### src/rtl/cpu_bus_bridge_pkg.sv
// Shared definitions for the 2x-domain CPU/peripheral bridge.
// IDLE: wait for phased request | ISSUE: periph_valid up | ALIGN: wait for phase | RESP: cpu_mem_ready up
package cpu_bus_bridge_pkg;

  typedef enum logic [1:0] {
    IDLE  = 2'd0,
    ISSUE = 2'd1,
    ALIGN = 2'd2,
    RESP  = 2'd3
  } bridge_state_e;

  function automatic int cnt_width(input int limit);
    return (limit > 1) ? $clog2(limit) : 1;
  endfunction

endpackage

### src/rtl/cpu_bus_bridge_2x_if.sv
// CPU, peripheral and interrupt signals of the bridge; slave = bridge side, master = surroundings.
interface cpu_bus_bridge_2x_if #(
  parameter int ADDR_W    = 24,
  parameter int DATA_W    = 32,
  parameter int IRQ_COUNT = 32
);
  logic                  clk_1x_phase;
  logic                  cpu_mem_valid;
  logic [ADDR_W-1:0]     cpu_address;
  logic [DATA_W/8-1:0]   cpu_wstrb;
  logic [DATA_W-1:0]     cpu_write_data;
  logic                  cpu_mem_ready;
  logic [DATA_W-1:0]     cpu_read_data;
  logic                  cpu_bus_error;
  logic                  periph_valid;
  logic [ADDR_W-1:0]     periph_address;
  logic [DATA_W/8-1:0]   periph_wstrb;
  logic [DATA_W-1:0]     periph_write_data;
  logic                  periph_ready;
  logic [DATA_W-1:0]     periph_read_data;
  logic [IRQ_COUNT-1:0]  irq_in;
  logic [IRQ_COUNT-1:0]  cpu_eoi;
  logic [IRQ_COUNT-1:0]  cpu_irq;

  modport slave (
    input  clk_1x_phase, cpu_mem_valid, cpu_address, cpu_wstrb, cpu_write_data,
    input  periph_ready, periph_read_data, irq_in, cpu_eoi,
    output cpu_mem_ready, cpu_read_data, cpu_bus_error,
    output periph_valid, periph_address, periph_wstrb, periph_write_data, cpu_irq
  );

  modport master (
    output clk_1x_phase, cpu_mem_valid, cpu_address, cpu_wstrb, cpu_write_data,
    output periph_ready, periph_read_data, irq_in, cpu_eoi,
    input  cpu_mem_ready, cpu_read_data, cpu_bus_error,
    input  periph_valid, periph_address, periph_wstrb, periph_write_data, cpu_irq
  );
endinterface

### src/rtl/cpu_irq_latch.sv
// Rising-edge interrupt latch; EOI clears on phase cycles, a new edge beats a same-cycle EOI.
module cpu_irq_latch #(
  parameter int IRQ_COUNT = 32
) (
  input  logic                 clk_2x,
  input  logic                 reset,
  input  logic                 phase_i,
  input  logic [IRQ_COUNT-1:0] irq_i,
  input  logic [IRQ_COUNT-1:0] eoi_i,
  output logic [IRQ_COUNT-1:0] irq_o
);
  logic [IRQ_COUNT-1:0] prev_q;
  logic [IRQ_COUNT-1:0] pend_q, pend_d;
  logic [IRQ_COUNT-1:0] set_w, clr_w;

  assign set_w = irq_i & ~prev_q;
  assign clr_w = phase_i ? eoi_i : '0;

  always_comb begin
    pend_d = (pend_q & ~clr_w) | set_w;
  end

  always_ff @(posedge clk_2x or posedge reset) begin
    if (reset) begin
      prev_q <= '0;
      pend_q <= '0;
    end else begin
      prev_q <= irq_i;
      pend_q <= pend_d;
    end
  end

  assign irq_o = pend_q;
endmodule

### src/rtl/cpu_bus_bridge_2x.sv
// CPU-to-peripheral bridge in the 2x domain: phased request capture, peripheral handshake
// with timeout/error response, 1x-aligned two-cycle ready pulse, and the IRQ latch.
module cpu_bus_bridge_2x
  import cpu_bus_bridge_pkg::*;
#(
  parameter int          ADDR_W     = 24,
  parameter int          DATA_W     = 32,
  parameter int          IRQ_COUNT  = 32,
  parameter int          TIMEOUT    = 64,
  parameter logic [31:0] ERROR_DATA = 32'hFFFF_FFFF
) (
  input logic                clk_2x,
  input logic                reset,
  cpu_bus_bridge_2x_if.slave bus
);
  localparam int                 STRB_W   = DATA_W / 8;
  localparam int                 CNT_W    = cnt_width(TIMEOUT);
  localparam bit                 TO_EN    = (TIMEOUT != 0);
  localparam logic [CNT_W-1:0]   CNT_LAST = CNT_W'((TIMEOUT > 0) ? TIMEOUT - 1 : 0);
  localparam logic [DATA_W-1:0]  ERR_DATA = DATA_W'(ERROR_DATA);

  bridge_state_e       state_q, state_d;
  logic [CNT_W-1:0]    cnt_q, cnt_d;
  logic                pvalid_q, pvalid_d;
  logic [ADDR_W-1:0]   paddr_q, paddr_d;
  logic [STRB_W-1:0]   pstrb_q, pstrb_d;
  logic [DATA_W-1:0]   pwdata_q, pwdata_d;
  logic                ready_q, ready_d;
  logic                err_q, err_d;
  logic [DATA_W-1:0]   rdata_q, rdata_d;

  always_comb begin
    state_d  = state_q;
    cnt_d    = cnt_q;
    pvalid_d = pvalid_q;
    paddr_d  = paddr_q;
    pstrb_d  = pstrb_q;
    pwdata_d = pwdata_q;
    ready_d  = ready_q;
    err_d    = err_q;
    rdata_d  = rdata_q;
    case (state_q)
      IDLE: begin
        if (bus.clk_1x_phase && bus.cpu_mem_valid) begin
          paddr_d  = bus.cpu_address;
          pstrb_d  = bus.cpu_wstrb;
          pwdata_d = bus.cpu_write_data;
          cnt_d    = '0;
          pvalid_d = 1'b1;
          state_d  = ISSUE;
        end
      end
      ISSUE: begin
        // Completion is checked first so a same-cycle ready beats the timeout.
        if (bus.periph_ready) begin
          rdata_d  = bus.periph_read_data;
          err_d    = 1'b0;
          pvalid_d = 1'b0;
          state_d  = ALIGN;
        end else if (TO_EN && (cnt_q == CNT_LAST)) begin
          rdata_d  = ERR_DATA;
          err_d    = 1'b1;
          pvalid_d = 1'b0;
          state_d  = ALIGN;
        end else begin
          cnt_d = cnt_q + CNT_W'(1);
        end
      end
      ALIGN: begin
        if (bus.clk_1x_phase) begin
          ready_d = 1'b1;
          state_d = RESP;
        end
      end
      RESP: begin
        // RESP is always entered on a non-phase cycle, so the phase cycle is its second one.
        if (bus.clk_1x_phase) begin
          ready_d = 1'b0;
          err_d   = 1'b0;
          rdata_d = '0;
          state_d = IDLE;
        end
      end
      default: state_d = IDLE;
    endcase
  end

  always_ff @(posedge clk_2x or posedge reset) begin
    if (reset) begin
      state_q  <= IDLE;
      cnt_q    <= '0;
      pvalid_q <= 1'b0;
      paddr_q  <= '0;
      pstrb_q  <= '0;
      pwdata_q <= '0;
      ready_q  <= 1'b0;
      err_q    <= 1'b0;
      rdata_q  <= '0;
    end else begin
      state_q  <= state_d;
      cnt_q    <= cnt_d;
      pvalid_q <= pvalid_d;
      paddr_q  <= paddr_d;
      pstrb_q  <= pstrb_d;
      pwdata_q <= pwdata_d;
      ready_q  <= ready_d;
      err_q    <= err_d;
      rdata_q  <= rdata_d;
    end
  end

  assign bus.periph_valid      = pvalid_q;
  assign bus.periph_address    = paddr_q;
  assign bus.periph_wstrb      = pstrb_q;
  assign bus.periph_write_data = pwdata_q;
  assign bus.cpu_mem_ready     = ready_q;
  assign bus.cpu_bus_error     = err_q;
  assign bus.cpu_read_data     = rdata_q;

  cpu_irq_latch #(.IRQ_COUNT(IRQ_COUNT)) u_irq_latch (
    .clk_2x  (clk_2x),
    .reset   (reset),
    .phase_i (bus.clk_1x_phase),
    .irq_i   (bus.irq_in),
    .eoi_i   (bus.cpu_eoi),
    .irq_o   (bus.cpu_irq)
  );
endmodule

### src/flat_wrapper.sv
// flat-port wrapper written by rule: the top's interface ports become plain ports
module cpu_bus_bridge_2x_flat import cpu_bus_bridge_pkg::*;
#(
  parameter int          ADDR_W     = 24,
  parameter int          DATA_W     = 32,
  parameter int          IRQ_COUNT  = 32,
  parameter int          TIMEOUT    = 64,
  parameter logic [31:0] ERROR_DATA = 32'hFFFF_FFFF
)
  (clk_2x, reset, bus_clk_1x_phase, bus_cpu_mem_valid, bus_cpu_address, bus_cpu_wstrb, bus_cpu_write_data, bus_periph_ready, bus_periph_read_data, bus_irq_in, bus_cpu_eoi, bus_cpu_mem_ready, bus_cpu_read_data, bus_cpu_bus_error, bus_periph_valid, bus_periph_address, bus_periph_wstrb, bus_periph_write_data, bus_cpu_irq);
  cpu_bus_bridge_2x_if #(.ADDR_W(ADDR_W), .DATA_W(DATA_W), .IRQ_COUNT(IRQ_COUNT)) bus_i ();
  input logic clk_2x;
  input logic reset;
  input wire logic [$bits(bus_i.clk_1x_phase)-1:0] bus_clk_1x_phase;
  input wire logic [$bits(bus_i.cpu_mem_valid)-1:0] bus_cpu_mem_valid;
  input wire logic [$bits(bus_i.cpu_address)-1:0] bus_cpu_address;
  input wire logic [$bits(bus_i.cpu_wstrb)-1:0] bus_cpu_wstrb;
  input wire logic [$bits(bus_i.cpu_write_data)-1:0] bus_cpu_write_data;
  input wire logic [$bits(bus_i.periph_ready)-1:0] bus_periph_ready;
  input wire logic [$bits(bus_i.periph_read_data)-1:0] bus_periph_read_data;
  input wire logic [$bits(bus_i.irq_in)-1:0] bus_irq_in;
  input wire logic [$bits(bus_i.cpu_eoi)-1:0] bus_cpu_eoi;
  output wire logic [$bits(bus_i.cpu_mem_ready)-1:0] bus_cpu_mem_ready;
  output wire logic [$bits(bus_i.cpu_read_data)-1:0] bus_cpu_read_data;
  output wire logic [$bits(bus_i.cpu_bus_error)-1:0] bus_cpu_bus_error;
  output wire logic [$bits(bus_i.periph_valid)-1:0] bus_periph_valid;
  output wire logic [$bits(bus_i.periph_address)-1:0] bus_periph_address;
  output wire logic [$bits(bus_i.periph_wstrb)-1:0] bus_periph_wstrb;
  output wire logic [$bits(bus_i.periph_write_data)-1:0] bus_periph_write_data;
  output wire logic [$bits(bus_i.cpu_irq)-1:0] bus_cpu_irq;
  assign bus_i.clk_1x_phase = bus_clk_1x_phase;
  assign bus_i.cpu_mem_valid = bus_cpu_mem_valid;
  assign bus_i.cpu_address = bus_cpu_address;
  assign bus_i.cpu_wstrb = bus_cpu_wstrb;
  assign bus_i.cpu_write_data = bus_cpu_write_data;
  assign bus_i.periph_ready = bus_periph_ready;
  assign bus_i.periph_read_data = bus_periph_read_data;
  assign bus_i.irq_in = bus_irq_in;
  assign bus_i.cpu_eoi = bus_cpu_eoi;
  assign bus_cpu_mem_ready = bus_i.cpu_mem_ready;
  assign bus_cpu_read_data = bus_i.cpu_read_data;
  assign bus_cpu_bus_error = bus_i.cpu_bus_error;
  assign bus_periph_valid = bus_i.periph_valid;
  assign bus_periph_address = bus_i.periph_address;
  assign bus_periph_wstrb = bus_i.periph_wstrb;
  assign bus_periph_write_data = bus_i.periph_write_data;
  assign bus_cpu_irq = bus_i.cpu_irq;
  cpu_bus_bridge_2x #(.ADDR_W(ADDR_W), .DATA_W(DATA_W), .IRQ_COUNT(IRQ_COUNT), .TIMEOUT(TIMEOUT), .ERROR_DATA(ERROR_DATA)) u_core (.clk_2x(clk_2x), .reset(reset), .bus(bus_i));
endmodule
### config.mk
export PLATFORM = sky130hd
export DESIGN_NAME = cpu_bus_bridge_2x_flat
export DESIGN_NICKNAME = d
export VERILOG_FILES = /design/src/rtl/cpu_bus_bridge_pkg.sv /design/src/rtl/cpu_bus_bridge_2x_if.sv /design/src/rtl/cpu_irq_latch.sv /design/src/rtl/cpu_bus_bridge_2x.sv /design/src/flat_wrapper.sv
export SDC_FILE = /design/constraint.sdc
export NUM_CORES = 1
export LEC_CHECK = 0
export BUFFER_PORTS_ARGS = -buffer_cell sky130_fd_sc_hd__buf_4
export CORE_UTILIZATION = 45
export CTS_BUF_LIST = sky130_fd_sc_hd__clkbuf_2
export CTS_CLUSTER_DIAMETER = 80
export CTS_CLUSTER_SIZE = 10
export DETAILED_ROUTE_END_ITERATION = 7
export GPL_TIMING_DRIVEN = 0
export PLACE_DENSITY = 0.77
export SETUP_SLACK_MARGIN = 0.15
export SLEW_MARGIN = 20
export SYNTH_ARGS = -nofsm -noshare
export SYNTH_HDL_FRONTEND = slang
export SYNTH_SLANG_ARGS = --single-unit
### constraint.sdc
create_clock -name clk_2x -period 7.8 [get_ports clk_2x]
set_clock_uncertainty 0.05 [all_clocks]
set_input_delay 0.39 -clock clk_2x [delete_from_list [all_inputs] [get_ports clk_2x]]
set_output_delay 0.39 -clock clk_2x [all_outputs]
set_load 0.02 [all_outputs]
==> results.md, run 1 <==
- Slew @ Worst Pin: ~0.65 ns
- Reg-to-reg startpoint: u_core.state_q[0]
- Peak Freq: 442 MHz
- Post-Syn Nets: 678
- Cells along the critical path: inv_1 > ha_1 > buf_2 > nand3_1 > clkbuf_1 > mux2_2
- Syn_area_per_cell: 12.6 um^2
- Async set or reset register ratio after synthesis: 1.00
- H-tree depth: 4
- Clock slew at reported path FFs: about 0.23 ns
- Count leader, synth: dfrtp_1
- Register area share after synthesis: 0.650
- Fin. Hold Viols: 0
- Maxcap violations: 0
- Post CTS Setup Buffer Count: 0
- Initial Util: 0.462
- Minimum clock period: ~2.3 ns
- Leak pwr: 5.30 nW
- Clock root buffer: clkbuf_2
- Proportion of layout cells with a drive suffix above 1: 0.400
- I/O pin count: 288
- Drt first pass iters: 5
- Crit-path max FO: 10
- Worst setup path start: u_core.state_q[0]
- Worst-Skew Late Latency: roughly 0.72 ns
- Hold slack: about 0.20 ns
- Hold WC Path Type: in2async
- Reg2reg setup slack: 5.54 ns
- Req. time, crit path: 8.39 ns
- Total CTS buffers: 17
- Synth Flop Type: dfrtp_1
- Register bit total from synthesis: 167
- # resized after CTS: 0
- Die ar.: 14,800 um^2
- Post-synth top cells: dfrtp_1, nand2_1, mux2_2
- Global placer's final weighted congestion: 0.824
- Crit path max-delay family: buffers and inverters
- CTS tree: yes
- Setup violators final: 0
- Unrepaired setup endpoints after global routing: no
- Largest net degree at the start of global routing: 96
- Place WS: 5.58 ns
- Fin Setup TNS: 0 ns
- Final WL: 19,600 um
- CTS hold repair buffers: between 150 and 200
- Synth cell types: 37
- Worst path max stage delay: ~0.52 ns
- DR iter-0 viols: 210
- Via/cell ratio: a little under 5
- Post-DP HPWL: 11,900 um
- Final net count: 1,146
- GR Util All Layers: 0.274
- Residual antenna-violating net count after detailed routing: 0
- Startpoint Class: register
- I/O Buffers: 287
- CP endpoint kind: register
- Chip width: 122 um
- Mapped cell area: 6430 um^2
- Core Box Area: 13,900 um^2
- Pwr Density: 301 nW/um^2
- Clock Path Buffers: 2
- Synthesized instance count: slightly above 500
- Crit path DAT: 2.85 ns
- Initial antenna violation count: 0
- Top-area cell type share of the netlist area: 0.650
- Area Overhead vs Synth: 65.6%
- # rows: 43
- First-pass GRT wire length: around 31,000 um
- Clock tree sinks: around 170
- Fillers: 781
- Relative slew slack: 0.560
- Worst Setup Slack, final: 5.54 ns
- Utilization after layout: 0.764
- Post-synth EDFFs: 0
- Slew Limit Fails: 0
- Number of global-route vias before repair: 6,306
- Diodes inserted: 0
- Synthesis Warnings: 0
- Final period util: 0.290
- Setup CP Type: reg2reg
- Gr ovfl total: 0
- Maximum VDD drop: between 0.0002 and 0.00025 V
- Worst path bufs/invs: 3
- Vias: 5,775
- Ranking of synthesized cells by area: dfrtp_1, mux2_2, a22o_1
- Drt wl/cell: approximately 17 um
- Worst path slowest cell: clkbuf_1
- Synth area leader: dfrtp_1
- Die height: 122 um
- DRC viols: 0
- Status: complete, no violations
[state kept, by name (all words and copies together) (netlist names)]
| signal | count |
|---|---|
| u_core.bus.cpu_bus_error | 1 |
| u_core.state_q | 2 |
| u_core.bus.cpu_mem_ready | 1 |
| u_core.bus.periph_write_data | 32 |
| u_core.bus.periph_wstrb | 4 |
| u_core.bus.periph_address | 24 |
| u_core.u_irq_latch.prev_q | 32 |
| u_core.u_irq_latch.irq_o | 32 |
| u_core.bus.periph_valid | 1 |
| u_core.cnt_q | 6 |
| u_core.bus.cpu_read_data | 32 |
[through the flow]
stage | cells | power (mW) | instance area [um^2]
floorplan | 512 | 2.08 | 6430
finish | 1173 | 3.20 | 10700
CTS | 1173 | 3.17 | 10700
detailed placement | 980 | 2.71 | 8850
global placement | 979 | 2.65 | 8810
global route | 1173 | 3.37 | 10700
[worst paths after layout]
kind	end	depth (start not counted)
min in group clk_2x	u_core.u_irq_latch.prev_q[29]	2
max	u_core.bus.periph_address[19]	6
min reg2reg	u_core.u_irq_latch.irq_o[15]	1
max in group asynchronous	u_core.bus.periph_address[12]	4
min	u_core.u_irq_latch.irq_o[21]	3
max reg2reg	u_core.bus.periph_address[19]	6
[logic make-up after synthesis]
| group | Yosys count | share of synthesized area |
|---|---|---|
| flops | 167 | 0.650 |
| simple gates | 128 | 0.0959 |
| compound gates | 90 | 0.0953 |
| mux | 63 | 0.110 |
| buf+inv | 59 | 0.0393 |
| fa+ha+maj | 5 | 0.00973 |
[final cells by class]
type / count / area (um^2) / share of cell area
inverters: 37 / 146 / 0.0137
plain buffers: 22 / 114 / 0.0107
clock buffers: 22 / 110 / 0.0103
flip-flops and latches: 167 / 4180 / 0.392
multi-input cells: 286 / 2000 / 0.188
clock inverters: 10 / 81.3 / 0.00764
well taps: 180 / 225 / 0.0211
repair buffers: 449 / 3790 / 0.356
[metal layers]
| layer | track usage | vias to the layer above | wire (um) |
|---|---|---|---|
| li1 | - | 2658 | - |
| met1 | 0.287 | 2831 | 7080 |
| met2 | 0.508 | 236 | 10700 |
| met3 | 0.0646 | 50 | 1170 |
| met4 | 0.137 | 0 | 605 |
| met5 | 0 | - | 0 |
[report_power, final]
group | internal (mW) | switching (mW) | total, mW | leakage [nW]
Combinational | 0.725 | 0.745 | 1.47 | 3.14
Clock | 0.118 | 0.289 | 0.407 | 0.139
Sequential | 1.15 | 0.179 | 1.32 | 2.02
[cells in the final DEF, fill, tap and decap left out, types with 2 or more instances in the layout]
master | Yosys | routed
a21oi_1 | 9 | 9
a22o_1 | 32 | 32
a31oi_1 | 3 | 3
buf_1 | 2 | 2
buf_2 | 7 | 7
buf_4 | 0 | 287
buf_6 | 3 | 3
clkbuf_1 | 10 | 10
clkbuf_2 | 0 | 22
clkinv_2 | 0 | 6
clkinv_4 | 0 | 2
dfrtp_1 | 167 | 167
dlygate4sd3_1 | 0 | 161
ha_1 | 5 | 5
inv_1 | 37 | 36
mux2_2 | 62 | 62
nand2_1 | 69 | 69
nand2b_1 | 33 | 33
nand3_1 | 5 | 5
nor2_1 | 7 | 7
nor2b_1 | 2 | 2
nor3_1 | 3 | 3
o21ai_0 | 37 | 37
[worst min-delay path, delay by kind of cell]
family / cells / cell delay, ns
buf+inv: 3 / 1.06
No activity file was read; power rests on OpenSTA's default activity.
==> run 2, diff against run 1 <==
--- a/config.mk
+++ b/config.mk
@@ -5,6 +5,7 @@
 export SDC_FILE = /design/constraint.sdc
 export NUM_CORES = 1
 export LEC_CHECK = 0
+export ABC_AREA = 1
 export BUFFER_PORTS_ARGS = -buffer_cell sky130_fd_sc_hd__buf_4
 export CORE_UTILIZATION = 45
 export CTS_BUF_LIST = sky130_fd_sc_hd__clkbuf_2
==> constraint.sdc (replaced) <==
create_clock -name clk_2x -period 2.16 [get_ports clk_2x]
set_clock_uncertainty 0.05 [all_clocks]
set_input_delay 0.108 -clock clk_2x [delete_from_list [all_inputs] [get_ports clk_2x]]
set_output_delay 0.108 -clock clk_2x [all_outputs]
set_load 0.02 [all_outputs]
==> run 2 against run 1 <==
Critical path depth decreased by 1. Non-clock buffer count increased by 89. Sequential power increased to 3.7 times the previous value. Final cell count increased by 21%. Via count increased by 27%. Global-route usage increased by 8.8 points. Synthesized cell count increased by 33%. Critical endpoint is now u_core.bus.cpu_read_data[26]. Highest routed layer unchanged.
==> results.md, run 2 <==
- First-pass GRT wire length: 39,600 um
- Core Box Area: 13,900 um^2
- Register bit total from synthesis: approximately 170
- Synthesis Warnings: 0
- Hold WC Path Type: in2reg
- Synth area leader: dfrtp_1
- Setup violators final: 0
- Vias: 7,334
- Leak pwr: just under 6 nW
- Most common cell after layout, fill and taps aside: nand2_1
- Crit path DAT: 2.46 ns
- Maxcap violations: 0
- Post-DP HPWL: ~13,000 um
- Pwr Density: 1090 nW/um^2
- Maximum VDD drop: 0.000713 V
- Proportion of layout cells with a drive suffix above 1: 0.281
- Clock slew at reported path FFs: approximately 0.25 ns
- Initial Util: 0.461
- Relative slew slack: 0.652
- Setup CP Type: reg2reg
- Area Overhead vs Synth: 79.6%
- Clock root buffer: clkbuf_2
- Final WL: 26,200 um
- Minimum clock period: 1.91 ns
- Crit-path max FO: 10
- Clock tree sinks: 167
- Slew Limit Fails: 0
- DP Cell Count: approximately 1,200
- Die height: 121 um
- Worst-Skew Late Latency: 0.73 ns
- Req. time, crit path: roughly 2.7 ns
- Final period util: 0.883
- Fin. Hold Viols: 0
- Initial antenna violation count: 3
- CTS tree: yes
- Status: complete, no violations
- Synth Flop Type: dfrtp_1
- Reg-to-reg startpoint: u_core.state_q[0]
- Async set or reset register ratio after synthesis: 1.00
- Area after DPL: 8880 um^2
- Unrepaired setup endpoints after global routing: no
- Die ar.: approximately 15,000 um^2
- DR iter-0 viols: 528
- Synth cell types: 22
- Mapped cell area: 6400 um^2
- GR Util All Layers: 0.362
- Syn_area_per_cell: ~9.4 um^2
- Final net count: between 1,000 and 1,500
- Number of global-route vias before repair: 7,671
- Total CTS buffers: 17
- I/O Buffers: around 290
- Final design area excluding fillers: 11,500 um^2
- Residual antenna-violating net count after detailed routing: 0
- Hold slack: 0.0728 ns
- Post-synth top cells: nand2_1, dfrtp_1, o21ai_0
- Peak Freq: 524 MHz
- Clock Path Buffers: 2
- Count leader, synth: nand2_1
- Startpoint Class: register
- Post CTS Setup Buffer Count: 0
- Post-synth EDFFs: 0
- H-tree depth: 4
- Via/cell ratio: 5.15
- DRC viols: 0
- # rows: 43
- Synthesized instance count: 681
- Drt wl/cell: between 15 and 20 um
- Commonest cells after routing, fill and taps aside: nand2_1, buf_4, dlygate4sd3_1
- Slew @ Worst Pin: 0.522 ns
- Largest net degree at the start of global routing: 35
- Post-Syn Nets: 847
- I/O pin count: between 200 and 300
- CP endpoint kind: register
- Global placer's final weighted congestion: 0.786
- Hold_sp: bus_cpu_address[15]
- Gr ovfl total: 0
- Register area share after synthesis: 0.653
- Final non-filler cell total: 1,425
- Worst setup path start: u_core.state_q[0]
- Drt first pass iters: 5
- Ranking of synthesized cells by area: dfrtp_1, nand2_1, o21ai_0
- Chip width: 121 um
- Top-area cell type share of the netlist area: 0.653
[run 2: changes by cell type in the layout (fill, tap and decap cells not counted), sizes merged, moves of 4 or more]
cell         change
a22o            -32
inv              +8
o21ai           +71
a21oi            -5
nand3            +4
mux2            -62
nand2          +232
nand2b          -33
dlygate4sd3     +76
buf             +12
[run 2: metal layers]
| layer | up-vias | track usage | share of wire |
|---|---|---|---|
| met5 | - | 0 | 0 |
| met3 | 112 | 0.100 | 0.089 |
| met1 | 3519 | 0.387 | 0.35 |
| met4 | 0 | 0.217 | 0.056 |
| li1 | 3229 | - | - |
| met2 | 474 | 0.634 | 0.51 |
[run 2: per-stage QoR]
step / power (mW) / utilization / worst slack (ns) / TNS (ns)
2_1_floorplan: 7.68 / - / -0.125 / -20.83
3_3_place_gp: 9.90 / 0.633 / -1.18 / -195.30
3_5_place_dp: 10.0 / 0.640 / 0.235 / 0
4_1_cts: 12.0 / 0.826 / 0.234 / 0
5_1_grt: 13.2 / 0.828 / 0.160 / 0
6_report: 12.5 / 0.828 / 0.253 / 0
[run 2: what timing repair did]
item,4_1_cts,5_1_grt
endpoints found under the hold margin,334,2
setup endpoints to repair,0,10
resized for setup,0,2
hold buffers,235,2
[run 2: cells by family (layout without fill, tap and decap cells)]
family	after synthesis	after routing	share of synthesized area
AO/OA/AOI/OAI	116	116	0.0952
flip-flops	167	167	0.653
other	0	3	0
adder cells (fa/ha/maj)	5	5	0.00978
buffers and inverters	77	638	0.0530
AND/OR/NAND/NOR	316	316	0.189
[run 2: critical path, cell delays in order (launching register included)]
cell and delay [ns]:
dfrtp_1 0.46, ha_1 0.23, inv_1 0.21, clkbuf_1 0.39, o21ai_0 0.22, o21ai_0 0.27
[run 2: worst paths after layout]
check / end / depth (start not counted) / slack (ns)
min in group asynchronous: u_core.u_irq_latch.prev_q[28] / 4 / 0.49
setup / recovery: u_core.bus.cpu_read_data[26] / 5 / 0.25
hold / removal: u_core.bus.periph_address[15] / 4 / 0.07
setup reg to reg: u_core.bus.cpu_read_data[26] / 5 / 0.25
max in group asynchronous: u_core.bus.periph_write_data[6] / 6 / 0.77
hold reg to reg: u_core.u_irq_latch.irq_o[15] / 1 / 0.35
[run 2: power breakdown]
part           switching (mW)  internal (mW)  leakage (nW)
sequential              0.744           4.13          2.01
combinational            3.50           2.50          3.79
clock                    1.12          0.540         0.139
[run 2: layout make-up]
cell class	instances	area (um^2)
sequential	167	4180
clock buffer	20	100
buffer	31	168
fill	699	2390
timing repair buffer	529	4630
multi-input combinational	437	1880
antenna	3	7.51
clock inverter	12	128
inverter	46	176
tap	180	225
